File: src/rtl/fstore_pkg.sv
// Shared definitions for the DVI capture path.
//  - Capture FSM state encoding.
//  - Default buffer address width and position counter width.
//  - Bit positions of the colour MSBs inside the two DVI half-words. The display
//    driver uses the same mapping: low half = {g[3:0], b[7:0]}, high half = {r[7:0], g[7:4]}.
//  - pix_bit(): thresholds a reassembled pixel to one bit.
package fstore_pkg;

  localparam int ADDR_W_DEF = 11;
  localparam int POS_W_DEF  = 12;

  typedef enum logic [1:0] {
    ST_IDLE    = 2'd0,
    ST_WAIT_VS = 2'd1,
    ST_CAPTURE = 2'd2,
    ST_DONE    = 2'd3
  } cap_state_t;

  localparam int DVI_LO_B7 = 7;   // b[7] within the low half-word
  localparam int DVI_HI_R7 = 11;  // r[7] within the high half-word
  localparam int DVI_HI_G7 = 3;   // g[7] within the high half-word

  // A pixel is "lit" when any colour channel has its MSB set.
  function automatic logic pix_bit(input logic [11:0] lo, input logic [11:0] hi);
    return lo[DVI_LO_B7] | hi[DVI_HI_R7] | hi[DVI_HI_G7];
  endfunction

endpackage

File: src/rtl/dvi_pix_packer.sv
// Packs 1-bit pixels into 64-bit words and drives the capture buffer write port.
// Ports:
//  pixel2_clk, irst   clock and synchronous active-high reset
//  start              clears word, address and overflow (a new capture is armed)
//  drop               discards any partial word and pending write (capture aborted)
//  bit_valid/bit_in   one in-window pixel bit
//  bit_last           this bit is the last in-window pixel of its line: flush
//  line_end           active video of a line ended: flush any leftover partial word
//  wr_en/wr_we/wr_addr/wr_data  buffer write port, bit 0 = leftmost pixel
//  overflow           sticky: a word was dropped because the buffer was full
module dvi_pix_packer
  import fstore_pkg::*;
#(
  parameter int ADDR_W = ADDR_W_DEF
) (
  input  logic              pixel2_clk,
  input  logic              irst,
  input  logic              start,
  input  logic              drop,
  input  logic              bit_valid,
  input  logic              bit_in,
  input  logic              bit_last,
  input  logic              line_end,
  output logic              wr_en,
  output logic [7:0]        wr_we,
  output logic [ADDR_W-1:0] wr_addr,
  output logic [63:0]       wr_data,
  output logic              overflow
);

  localparam logic [ADDR_W-1:0] ADDR_MAX = '1;

  logic [63:0]       shift_reg;
  logic [5:0]        cnt_reg;
  logic [ADDR_W-1:0] addr_reg;
  logic              wr_en_reg;
  logic [63:0]       wr_data_reg;
  logic              full_reg;
  logic              ovf_reg;

  logic [63:0]       word_next;
  logic              emit;
  logic              full_now;

  // Bits above cnt are always zero, so a flushed partial word is zero-padded.
  always_comb begin
    word_next = shift_reg;
    emit      = 1'b0;
    if (bit_valid) begin
      word_next[cnt_reg] = bit_in;
      emit = bit_last || (cnt_reg == 6'd63);
    end else if (line_end && (cnt_reg != 6'd0)) begin
      emit = 1'b1;
    end
  end

  // The write to the last address may still be on the port this cycle.
  assign full_now = full_reg | (wr_en_reg & (addr_reg == ADDR_MAX));

  always_ff @(posedge pixel2_clk) begin
    if (irst) begin
      shift_reg   <= '0;
      cnt_reg     <= '0;
      addr_reg    <= '0;
      wr_en_reg   <= 1'b0;
      wr_data_reg <= '0;
      full_reg    <= 1'b0;
      ovf_reg     <= 1'b0;
    end else if (start || drop) begin
      shift_reg <= '0;
      cnt_reg   <= '0;
      wr_en_reg <= 1'b0;
      if (start) begin
        addr_reg <= '0;
        full_reg <= 1'b0;
        ovf_reg  <= 1'b0;
      end
    end else begin
      wr_en_reg <= 1'b0;
      // Address advances after the write cycle; it parks on the last word.
      if (wr_en_reg) begin
        if (addr_reg == ADDR_MAX) begin
          full_reg <= 1'b1;
        end else begin
          addr_reg <= addr_reg + 1'b1;
        end
      end
      if (emit) begin
        shift_reg <= '0;
        cnt_reg   <= '0;
        if (full_now) begin
          ovf_reg <= 1'b1;
        end else begin
          wr_en_reg   <= 1'b1;
          wr_data_reg <= word_next;
        end
      end else if (bit_valid) begin
        shift_reg <= word_next;
        cnt_reg   <= cnt_reg + 1'b1;
      end
    end
  end

  genvar gi;
  generate
    for (gi = 0; gi < 8; gi++) begin : g_we
      assign wr_we[gi] = wr_en_reg;
    end
  endgenerate

  assign wr_en    = wr_en_reg;
  assign wr_addr  = addr_reg;
  assign wr_data  = wr_data_reg;
  assign overflow = ovf_reg;

endmodule

File: src/rtl/dvi_capture.sv
// Receive side of the 12-bit double-pumped DVI bus. Reassembles pixels from
// half-words, tracks sync/active area, thresholds pixels to 1 bit and captures a
// programmable window of one frame into a 64-bit-wide buffer.
// Ports:
//  pixel2_clk, irst          clock and synchronous active-high reset
//  dvi_d/de/h/v/xclk_p       DVI half-pixel bus (xclk_p=1 low half, 0 high half)
//  arm, abort                control pulses
//  win_x0/y0/w/h             capture window, latched on an accepted arm
//  busy, done, overflow, phase_err   status
//  h_active, v_active        measured active pixels per line / lines per frame
//  wr_en/we/addr/data        capture buffer write port
module dvi_capture
  import fstore_pkg::*;
#(
  parameter int ADDR_W = ADDR_W_DEF,
  parameter int POS_W  = POS_W_DEF
) (
  input  logic              pixel2_clk,
  input  logic              irst,
  input  logic [11:0]       dvi_d,
  input  logic              dvi_de,
  input  logic              dvi_h,
  input  logic              dvi_v,
  input  logic              dvi_xclk_p,
  input  logic              arm,
  input  logic              abort,
  input  logic [POS_W-1:0]  win_x0,
  input  logic [POS_W-1:0]  win_y0,
  input  logic [POS_W-1:0]  win_w,
  input  logic [POS_W-1:0]  win_h,
  output logic              busy,
  output logic              done,
  output logic              overflow,
  output logic              phase_err,
  output logic [POS_W-1:0]  h_active,
  output logic [POS_W-1:0]  v_active,
  output logic              wr_en,
  output logic [7:0]        wr_we,
  output logic [ADDR_W-1:0] wr_addr,
  output logic [63:0]       wr_data
);

  logic [11:0]      d_reg;
  logic             de_reg, h_reg, v_reg, xclk_reg;
  logic             de_prev_reg, v_prev_reg;
  logic [11:0]      lo_reg;
  logic             lo_valid_reg;
  logic [POS_W-1:0] hpos_reg, vpos_reg, h_active_reg, v_active_reg;
  logic [POS_W-1:0] x0_reg, y0_reg;
  logic [POS_W:0]   x_end_reg, y_end_reg;
  logic             empty_reg;
  logic             done_reg, perr_reg;
  cap_state_t       state_reg, state_next;

  logic de_rise, de_fall, v_rise;
  logic pix_valid, orphan_hi, pix_val;
  logic in_win, last_in_win, win_end, line_end;
  logic arm_ok, cap_exit;

  // Input stage: everything downstream works on these registered copies.
  always_ff @(posedge pixel2_clk) begin
    if (irst) begin
      d_reg       <= '0;
      de_reg      <= 1'b0;
      h_reg       <= 1'b0;
      v_reg       <= 1'b0;
      xclk_reg    <= 1'b0;
      de_prev_reg <= 1'b0;
      v_prev_reg  <= 1'b0;
    end else begin
      d_reg       <= dvi_d;
      de_reg      <= dvi_de;
      h_reg       <= dvi_h;
      v_reg       <= dvi_v;
      xclk_reg    <= dvi_xclk_p;
      de_prev_reg <= de_reg;
      v_prev_reg  <= v_reg;
    end
  end

  assign de_rise = de_reg & ~de_prev_reg;
  assign de_fall = ~de_reg & de_prev_reg;
  assign v_rise  = v_reg & ~v_prev_reg;

  // Low half is only good for the very next cycle; a half-pixel never
  // survives across blanking or an hsync.
  always_ff @(posedge pixel2_clk) begin
    if (irst) begin
      lo_reg       <= '0;
      lo_valid_reg <= 1'b0;
    end else begin
      lo_valid_reg <= de_reg & xclk_reg & ~h_reg;
      if (de_reg && xclk_reg) begin
        lo_reg <= d_reg;
      end
    end
  end

  assign pix_valid = de_reg & ~xclk_reg & lo_valid_reg;
  assign orphan_hi = de_reg & ~xclk_reg & ~lo_valid_reg;
  assign pix_val   = pix_bit(lo_reg, d_reg);

  always_ff @(posedge pixel2_clk) begin
    if (irst) begin
      hpos_reg     <= '0;
      vpos_reg     <= '0;
      h_active_reg <= '0;
      v_active_reg <= '0;
    end else begin
      if (de_rise) begin
        hpos_reg <= '0;
      end else if (pix_valid) begin
        hpos_reg <= hpos_reg + 1'b1;
      end
      if (de_fall) begin
        h_active_reg <= hpos_reg;
      end
      if (v_rise) begin
        vpos_reg     <= '0;
        v_active_reg <= vpos_reg;
      end else if (de_fall) begin
        vpos_reg <= vpos_reg + 1'b1;
      end
    end
  end

  // Window bounds are held one bit wider so x0+w / y0+h never wrap.
  assign in_win = (state_reg == ST_CAPTURE) && pix_valid && !abort &&
                  (vpos_reg >= y0_reg) && ({1'b0, vpos_reg} < y_end_reg) &&
                  (hpos_reg >= x0_reg) && ({1'b0, hpos_reg} < x_end_reg);
  assign last_in_win = (({1'b0, hpos_reg} + 1'b1) == x_end_reg);
  // The line that just ended was the last window line. An empty window never
  // ends early and waits for the end of the frame.
  assign win_end  = de_fall && !empty_reg && (({1'b0, vpos_reg} + 1'b1) == y_end_reg);
  assign line_end = de_fall && (state_reg == ST_CAPTURE) && !abort;

  always_comb begin
    state_next = state_reg;
    arm_ok     = 1'b0;
    cap_exit   = 1'b0;
    unique case (state_reg)
      ST_IDLE, ST_DONE: begin
        if (arm) begin
          arm_ok     = 1'b1;
          state_next = ST_WAIT_VS;
        end
      end
      ST_WAIT_VS: begin
        if (v_rise) begin
          state_next = ST_CAPTURE;
        end
      end
      ST_CAPTURE: begin
        if (v_rise || win_end) begin
          cap_exit   = 1'b1;
          state_next = ST_DONE;
        end
      end
      default: state_next = ST_IDLE;
    endcase
    if (abort) begin
      state_next = ST_IDLE;
      arm_ok     = 1'b0;
      cap_exit   = 1'b0;
    end
  end

  always_ff @(posedge pixel2_clk) begin
    if (irst) begin
      state_reg <= ST_IDLE;
    end else begin
      state_reg <= state_next;
    end
  end

  always_ff @(posedge pixel2_clk) begin
    if (irst) begin
      x0_reg    <= '0;
      y0_reg    <= '0;
      x_end_reg <= '0;
      y_end_reg <= '0;
      empty_reg <= 1'b0;
      done_reg  <= 1'b0;
      perr_reg  <= 1'b0;
    end else begin
      if (arm_ok) begin
        x0_reg    <= win_x0;
        y0_reg    <= win_y0;
        x_end_reg <= {1'b0, win_x0} + {1'b0, win_w};
        y_end_reg <= {1'b0, win_y0} + {1'b0, win_h};
        empty_reg <= (win_w == '0) || (win_h == '0);
        done_reg  <= 1'b0;
        perr_reg  <= 1'b0;
      end
      if (cap_exit) begin
        done_reg <= 1'b1;
      end
      if (orphan_hi) begin
        perr_reg <= 1'b1;
      end
    end
  end

  dvi_pix_packer #(
    .ADDR_W(ADDR_W)
  ) u_packer (
    .pixel2_clk(pixel2_clk),
    .irst      (irst),
    .start     (arm_ok),
    .drop      (abort),
    .bit_valid (in_win),
    .bit_in    (pix_val),
    .bit_last  (last_in_win),
    .line_end  (line_end),
    .wr_en     (wr_en),
    .wr_we     (wr_we),
    .wr_addr   (wr_addr),
    .wr_data   (wr_data),
    .overflow  (overflow)
  );

  assign busy      = (state_reg == ST_WAIT_VS) || (state_reg == ST_CAPTURE);
  assign done      = done_reg;
  assign phase_err = perr_reg;
  assign h_active  = h_active_reg;
  assign v_active  = v_active_reg;

endmodule

File: config.mk
export PLATFORM = sky130hd
export DESIGN_NAME = dvi_capture
export DESIGN_NICKNAME = d
export VERILOG_FILES = /design/src/rtl/fstore_pkg.sv /design/src/rtl/dvi_pix_packer.sv /design/src/rtl/dvi_capture.sv
export SDC_FILE = /design/constraint.sdc
export NUM_CORES = 1
export LEC_CHECK = 0
export ABC_AREA = 1
export ABC_CLOCK_PERIOD_IN_PS = 6700
export BUFFER_PORTS_ARGS = -buffer_cell sky130_fd_sc_hd__buf_2
export CORE_ASPECT_RATIO = 1.5
export CORE_MARGIN = 2
export CORE_UTILIZATION = 30
export DETAILED_ROUTE_END_ITERATION = 8
export PLACE_DENSITY = 0.48
export SYNTH_ARGS = -nofsm -noshare
export SYNTH_HDL_FRONTEND = slang
export SYNTH_SLANG_ARGS = --single-unit
File: constraint.sdc
create_clock -name pixel2_clk -period 6.7 [get_ports pixel2_clk]
set_input_delay 0.335 -clock pixel2_clk [delete_from_list [all_inputs] [get_ports pixel2_clk]]
set_output_delay 0.335 -clock pixel2_clk [all_outputs]
set_load 0.02 [all_outputs]
== Yosys cells after proc, flatten, opt, wreduce, memory -nomap -nowiden ==
Index checks and enable logic that the tools add are counted.

* Register bits after elaboration: 278
* Word-level logic and storage cells: 146

* Reductions and logical operators: 41
* Add/sub/neg operators: 8
* Muxes and demuxes: 30
* Bitwise operators: 21
* Eq/ne operators: 12
* Order comparisons: 6

{| class="wikitable"
|+ Operators with widths
! cell !! count
|-
| $bwmux 64 || 1
|-
| $mux 64 || 1
|-
| $mux 11 || 4
|-
| $add 12x1->13 const B || 2
|-
| $add 12x12->13 || 2
|-
| $eq 13x13->1 || 2
|-
| $lt 12x13->1 || 2
|-
| $add 12x1->12 const B || 2
|-
| $ge 12x12->1 || 2
|-
| $logic_not 12->1 || 2
|-
| $mux 1 || 19
|-
| $reduce_and 3->1 || 5
|-
| $logic_and 1x1->1 || 13
|-
| $reduce_bool 2->1 || 6
|-
| $add 11x1->11 const B || 1
|-
| $eq 11x11->1 const B || 1
|-
| $and 1x1->1 || 9
|-
| $not 1->1 || 9
|-
| $ne 2x2->1 const B || 4
|-
| $reduce_or 2->1 || 4
|-
| $lt 6x7->1 const B || 1
|-
| $add 6x1->6 const B || 1
|-
| $demux 1 s6 || 1
|-
| $eq 6x6->1 const B || 1
|-
| other kinds (12) || 23
|}

== Logic depth before layout (Yosys ltp) ==
* Word-level depth: 12
* Gate-level depth with buffers: 21
* Gate-level depth less buffers: 19

== By module ==
A second synthesis with hierarchy kept.

* Cell total of the unflattened synthesis: 1905
* Area total of the unflattened synthesis: 13476.7 um^2

{| class="wikitable"
|+ Modules (own cells, without submodules)
! module !! instances !! cells an instance !! area each (um^2)
|-
| dvi_capture || 1 || 961 || 7019.2
|-
| dvi_pix_packer || 1 || 944 || 6457.4
|}

== Least setup slack after synthesis ==
OpenSTA, ideal clock, no wires.

* Path kind: reg2reg
* Start: register u_packer.addr_reg[0], in the netlist u_packer.wr_addr[0]
* End: register u_packer.addr_reg[7], in the netlist u_packer.wr_addr[7]
* Path slack: 4.449 ns
* Buffers on the path: 0
* Library setup time: 0.133 ns
* Arrival: 2.118 ns
* Period minus slack after synthesis: 2.251 ns
* Cell stages (with the launch flop): 13
* Cells stage by stage: dfxtp_1 -> ha_1 -> nand2_1 -> nor3_1 -> nand2_1 -> nor2_1 -> nand2_1 -> o21ai_0 -> inv_1 -> nand4_1 -> nor2_1 -> o21ai_0 -> a21oi_1

* Longest elaborated chain between the ends: 4
* Elaborated cells between the ends (all ways): 7
* Those cells by class: add/sub (1); eq/ne (2); mux (3); reduce/logical (1)

{| class="wikitable"
|+ RTL lines
! item !! RTL line !! text
|-
| from (decl) || dvi_pix_packer.sv:35 || <nowiki>logic [ADDR_W-1:0] addr_reg;</nowiki>
|-
| from (signal assigned) || dvi_pix_packer.sv:85 || <nowiki>addr_reg <= addr_reg + 1'b1;</nowiki>
|-
| $add 11x1->11 || dvi_pix_packer.sv:85 ||
|-
| $mux 11 || dvi_pix_packer.sv:82 || <nowiki>if (addr_reg == ADDR_MAX) begin</nowiki>
|-
| $mux 11 || dvi_pix_packer.sv:81 || <nowiki>if (wr_en_reg) begin</nowiki>
|-
| $mux 11 || dvi_pix_packer.sv:69 || <nowiki>end else if (start || drop) begin</nowiki>
|}

Parallel ways exist; a longest one is shown, timed or not. The select of a mux whose other input is x is not followed.
A chain may end at the register's enable or synchronous reset.

== Final worst setup path ==
* Start: register vpos_reg[2]
* End: register u_packer.wr_data_reg[39], in the netlist u_packer.wr_data[39]

* Longest elaborated chain between the ends: 7
* Elaborated cells between the ends (all ways): 9
* Those cells by class: order compare (2); mux (2); reduce/logical (5)

{| class="wikitable"
|+ RTL lines
! item !! RTL line !! text
|-
| from (decl) || dvi_capture.sv:48 || <nowiki>logic [POS_W-1:0] hpos_reg, vpos_reg, h_active_reg, v_active_reg;</nowiki>
|-
| from (signal assigned) || dvi_capture.sv:122 || <nowiki>vpos_reg <= vpos_reg + 1'b1;</nowiki>
|-
| $ge 12x12->1 || dvi_capture.sv:129 || <nowiki>(vpos_reg >= y0_reg) && ({1'b0, vpos_reg} < y_end_reg) &&</nowiki>
|-
| $logic_and 1x1->1 || dvi_capture.sv:128 || <nowiki>assign in_win = (state_reg == ST_CAPTURE) && pix_valid && !abort &&</nowiki>
|-
| $logic_and 1x1->1 * (2 in a row) || dvi_capture.sv:129 ||
|-
| $logic_and 1x1->1 * || dvi_capture.sv:130 || <nowiki>(hpos_reg >= x0_reg) && ({1'b0, hpos_reg} < x_end_reg);</nowiki>
|-
| $mux 1 || dvi_pix_packer.sv:49 || <nowiki>if (bit_valid) begin</nowiki>
|-
| $reduce_and 3->1 (no line) || - ||
|-
| to (signal assigned) || dvi_pix_packer.sv:95 || <nowiki>wr_data_reg <= word_next;</nowiki>
|-
| to (decl) || dvi_pix_packer.sv:37 || <nowiki>logic [63:0] wr_data_reg;</nowiki>
|}

Mark *: on every way between the ends. The rest lies on a longest branch, timed or not.

==> results_dict.tcl <==
set metrics [dict create \
    power_frac_comb 0.102 \
    switching_power_w 0.000948 \
    final_cell_mix "612 x nand2_1, 363 x inv_1, 311 x nor2_1" \
    die-height_um 271 \
    ctsResizeCount 0 \
    dieArea_um2 49400 \
    leakage_nw 7.76 \
    syn_to_final_growth_pct 17.9 \
    fin_setup_tns_ns 0 \
    avgSynthCellArea_um2 6.46 \
    clk_pin_slew_ns 0.06 \
    maxCapViolations 0 \
    hold_start "win_x0[0]" \
    cts_buffer_depth 3 \
    worstPathArrival_ns 4.33 \
    die_w_um 182 \
    power_density_nw_per_um2 221 \
    synth.area.top_cells "dfxtp_1 37%, nand2_1 16%, inv_1 9.5%" \
    final_layout_size_suffix_gt1_frac 0.104 \
    ys_seq_area_frac 0.367 \
    grtUsageTotal 0.165 \
    post_cts_buffers 0 \
    setup_viol 0 \
    avgViaCountPerCell 4.50 \
    hold_violations 0 \
    drt_first_pass_iters 5 \
    layout_min_cycle_time_ns 3.83 \
    slew_headroom 0.237 \
    fin_cells 2993 \
    grt_start_max_net_pins 99 \
    grt_pass1_vias 12900 \
    grt_pass1_wl_um 66200 \
    syn_nets 2364 \
    drc 0 \
    final_common_cell "nand2_1" \
    synth_area_um2 14300 \
    worstSkewPairLatency_ns 0.55 \
    end_kind "flip-flop" \
    worst_pin_slew_ns 1.14 \
    holdPathEnd "x0_reg[0]" \
    ff2ff_setup_slack_ns 2.87 \
    netlist-cell-type-count 40 \
    root_buffer "clkbuf_16" \
    ios 180 \
    clock_skew_ns 0.00798 \
    cp_max_fo 81 \
    fin_nets 2522 \
    grt_overflow 0 \
    clkSinkCount 262 \
    yosys_register_bits 262 \
    cts_tree "built" \
    yosys_warnings 0 \
    slowest_stage "buf_4" \
    rsz0062_at_grt "false" \
    hold_path_class "in -> reg" \
    ant_nets 0 \
    start_util 0.302 \
    p_sw_frac 0.255 \
    hold_depth 2 \
    drv_slew 0 \
    critPathLaunchType "flip-flop" \
    met3_length_um 1410 \
    core_region_area_um2 47300 \
    cts.htree.levels 1 \
    rr_endpoint "u_packer.wr_data[39]" \
    dr.max_layer_used "met4" \
    cp.required_ns 7.20 \
    share_seq_of_total_power 0.435 \
    cpMostUsedCell "nand2_1" \
    worstReg2RegStart "vpos_reg[2]" \
    met1_length_um 17500 \
    path_class "reg -> reg" \
    portBuffers 170 \
    timing.final.crit_share 0.571 \
    routed_wl_um 41000 \
    status "finished clean" \
    syn_inst 2214 \
    via_count 13500 \
    globalplace.congestion 0.865 \
    timing.fmax_ghz 0.261 \
    antenna_found_initial 0 \
    wl_per_cell_um 13.7 \
    synth_top_area_share 0.367 \
    wl_met2_um 21100 \
    hpwl_um 29300 \
    p_int_w 0.00278 \
    cpPeakStageDelay_ns 0.74 \
    dp.cells 2917 \
    crit_chain "ha_1 -> a21oi_1 -> o21ai_0 -> o21ai_0 -> nand2_1 -> nor2_1 -> nand2_2 -> nor2_1 -> nand2_1 -> nand3_4 -> buf_4 -> inv_1 -> nand2_1 -> nand2_1 -> inv_1" \
    clockPowerShare 0.464 \
    worstRegToRegCells 15 \
    rows 98 \
    yosys.area.top_type "dfxtp_1" \
    ir_drop_mv 0.204 \
    cts_made_buffers 28 \
    hold_buffers 25 \
    num-fill-cells 5190 \
    antenna_cells 0 \
    drtIter0Drc 706 \
]
-- how the worst max path moves through the flow --
stage / startpoint / endpoint / cells after the start
final: vpos_reg[2] / u_packer.wr_data[39] / 15
after global routing: hpos_reg[0] / u_packer.wr_data[39] / 17
after CTS: hpos_reg[0] / u_packer.wr_data[39] / 17
after detailed placement: hpos_reg[0] / u_packer.wr_data[39] / 17
after global placement: y_end_reg[11] / u_packer.wr_data[17] / 15
after floorplan: u_packer.wr_addr[0] / u_packer.wr_addr[7] / 12
-- cell usage after synthesis --
cell type,n
a211oi_1,2
a21o_1,3
a21oi_1,95
a22o_1,4
a22oi_1,1
a31o_2,2
a31oi_1,4
and2_1,1
and3_1,2
buf_1,5
buf_2,19
buf_4,16
buf_6,6
clkbuf_1,33
clkinv_1,2
dfxtp_1,262
fa_1,2
ha_1,80
inv_1,363
inv_2,3
nand2_1,612
nand2_2,2
nand3_1,75
nand3_2,2
nand3b_1,1
nand4_1,12
nor2_1,313
nor2_2,2
nor3_1,10
nor3_2,1
nor4_1,6
o2111ai_1,2
o211ai_1,7
o21ai_0,226
o21bai_1,2
o22ai_1,14
o41ai_1,1
or2_2,5
xnor3_1,2
xor2_1,14
-- power by group through the flow --
stage                     clock (W)  sequential [W]  combinational (W)
final                       0.00173         0.00162           0.000379
after CTS                   0.00179         0.00162           0.000386
after global routing        0.00185         0.00162           0.000433
after detailed placement          0         0.00165           0.000374
after floorplan                   0         0.00166           0.000238
after global placement            0         0.00165           0.000370
-- kinds of logic (layout without fill, tap and decap cells) --
logic type,after synthesis,after routing,synth area share
flip-flops,262,262,0.367
AO/OA/AOI/OAI,363,363,0.134
AND/OR/NAND/NOR,1044,1044,0.288
adder cells (fa/ha/maj),82,82,0.0728
buffers and inverters,447,626,0.126
XOR/XNOR,16,16,0.0117
-- metal layers --
metal | up-vias | global-route usage
met4 | 0 | 0.0458
met5 | - | 0
met3 | 51 | 0.0172
li1 | 7206 | -
met2 | 242 | 0.324
met1 | 5978 | 0.187
-- per-stage QoR --
| stage | setup slack, ns | power (W) | hold WS (ns) | util | instance area, µm² |
|---|---|---|---|---|---|
| after floorplan | 4.45 | 0.00189 | 0.373 | - | 14300 |
| after global placement | 2.91 | 0.00202 | 0.415 | 0.329 | 15600 |
| after detailed placement | 2.87 | 0.00203 | 0.416 | 0.329 | 15600 |
| after CTS | 2.83 | 0.00379 | 0.00333 | 0.356 | 16800 |
| after global routing | 2.43 | 0.00390 | 0.0400 | 0.356 | 16800 |
| final | 2.87 | 0.00372 | 0.0375 | 0.356 | 16800 |
-- critical path, delay by kind of cell, from the launching register on --
family | cells | cell delay [ns]
AO/OA/AOI/OAI | 3 | 0.72
buffers and inverters | 3 | 0.94
adder cells (fa/ha/maj) | 1 | 0.31
flip-flops | 1 | 0.52
AND/OR/NAND/NOR | 8 | 1.19
-- area by class of cell --
class	instances	area, µm²	share of cell area
multi-input cells	1505	7260	0.431
flip-flops and latches	262	5250	0.311
inverters	368	1380	0.0821
repair buffers	207	1190	0.0707
clock buffers	39	823	0.0489
well taps	600	751	0.0446
clock inverters	12	193	0.0114
Power figures use the tool's default switching activity.
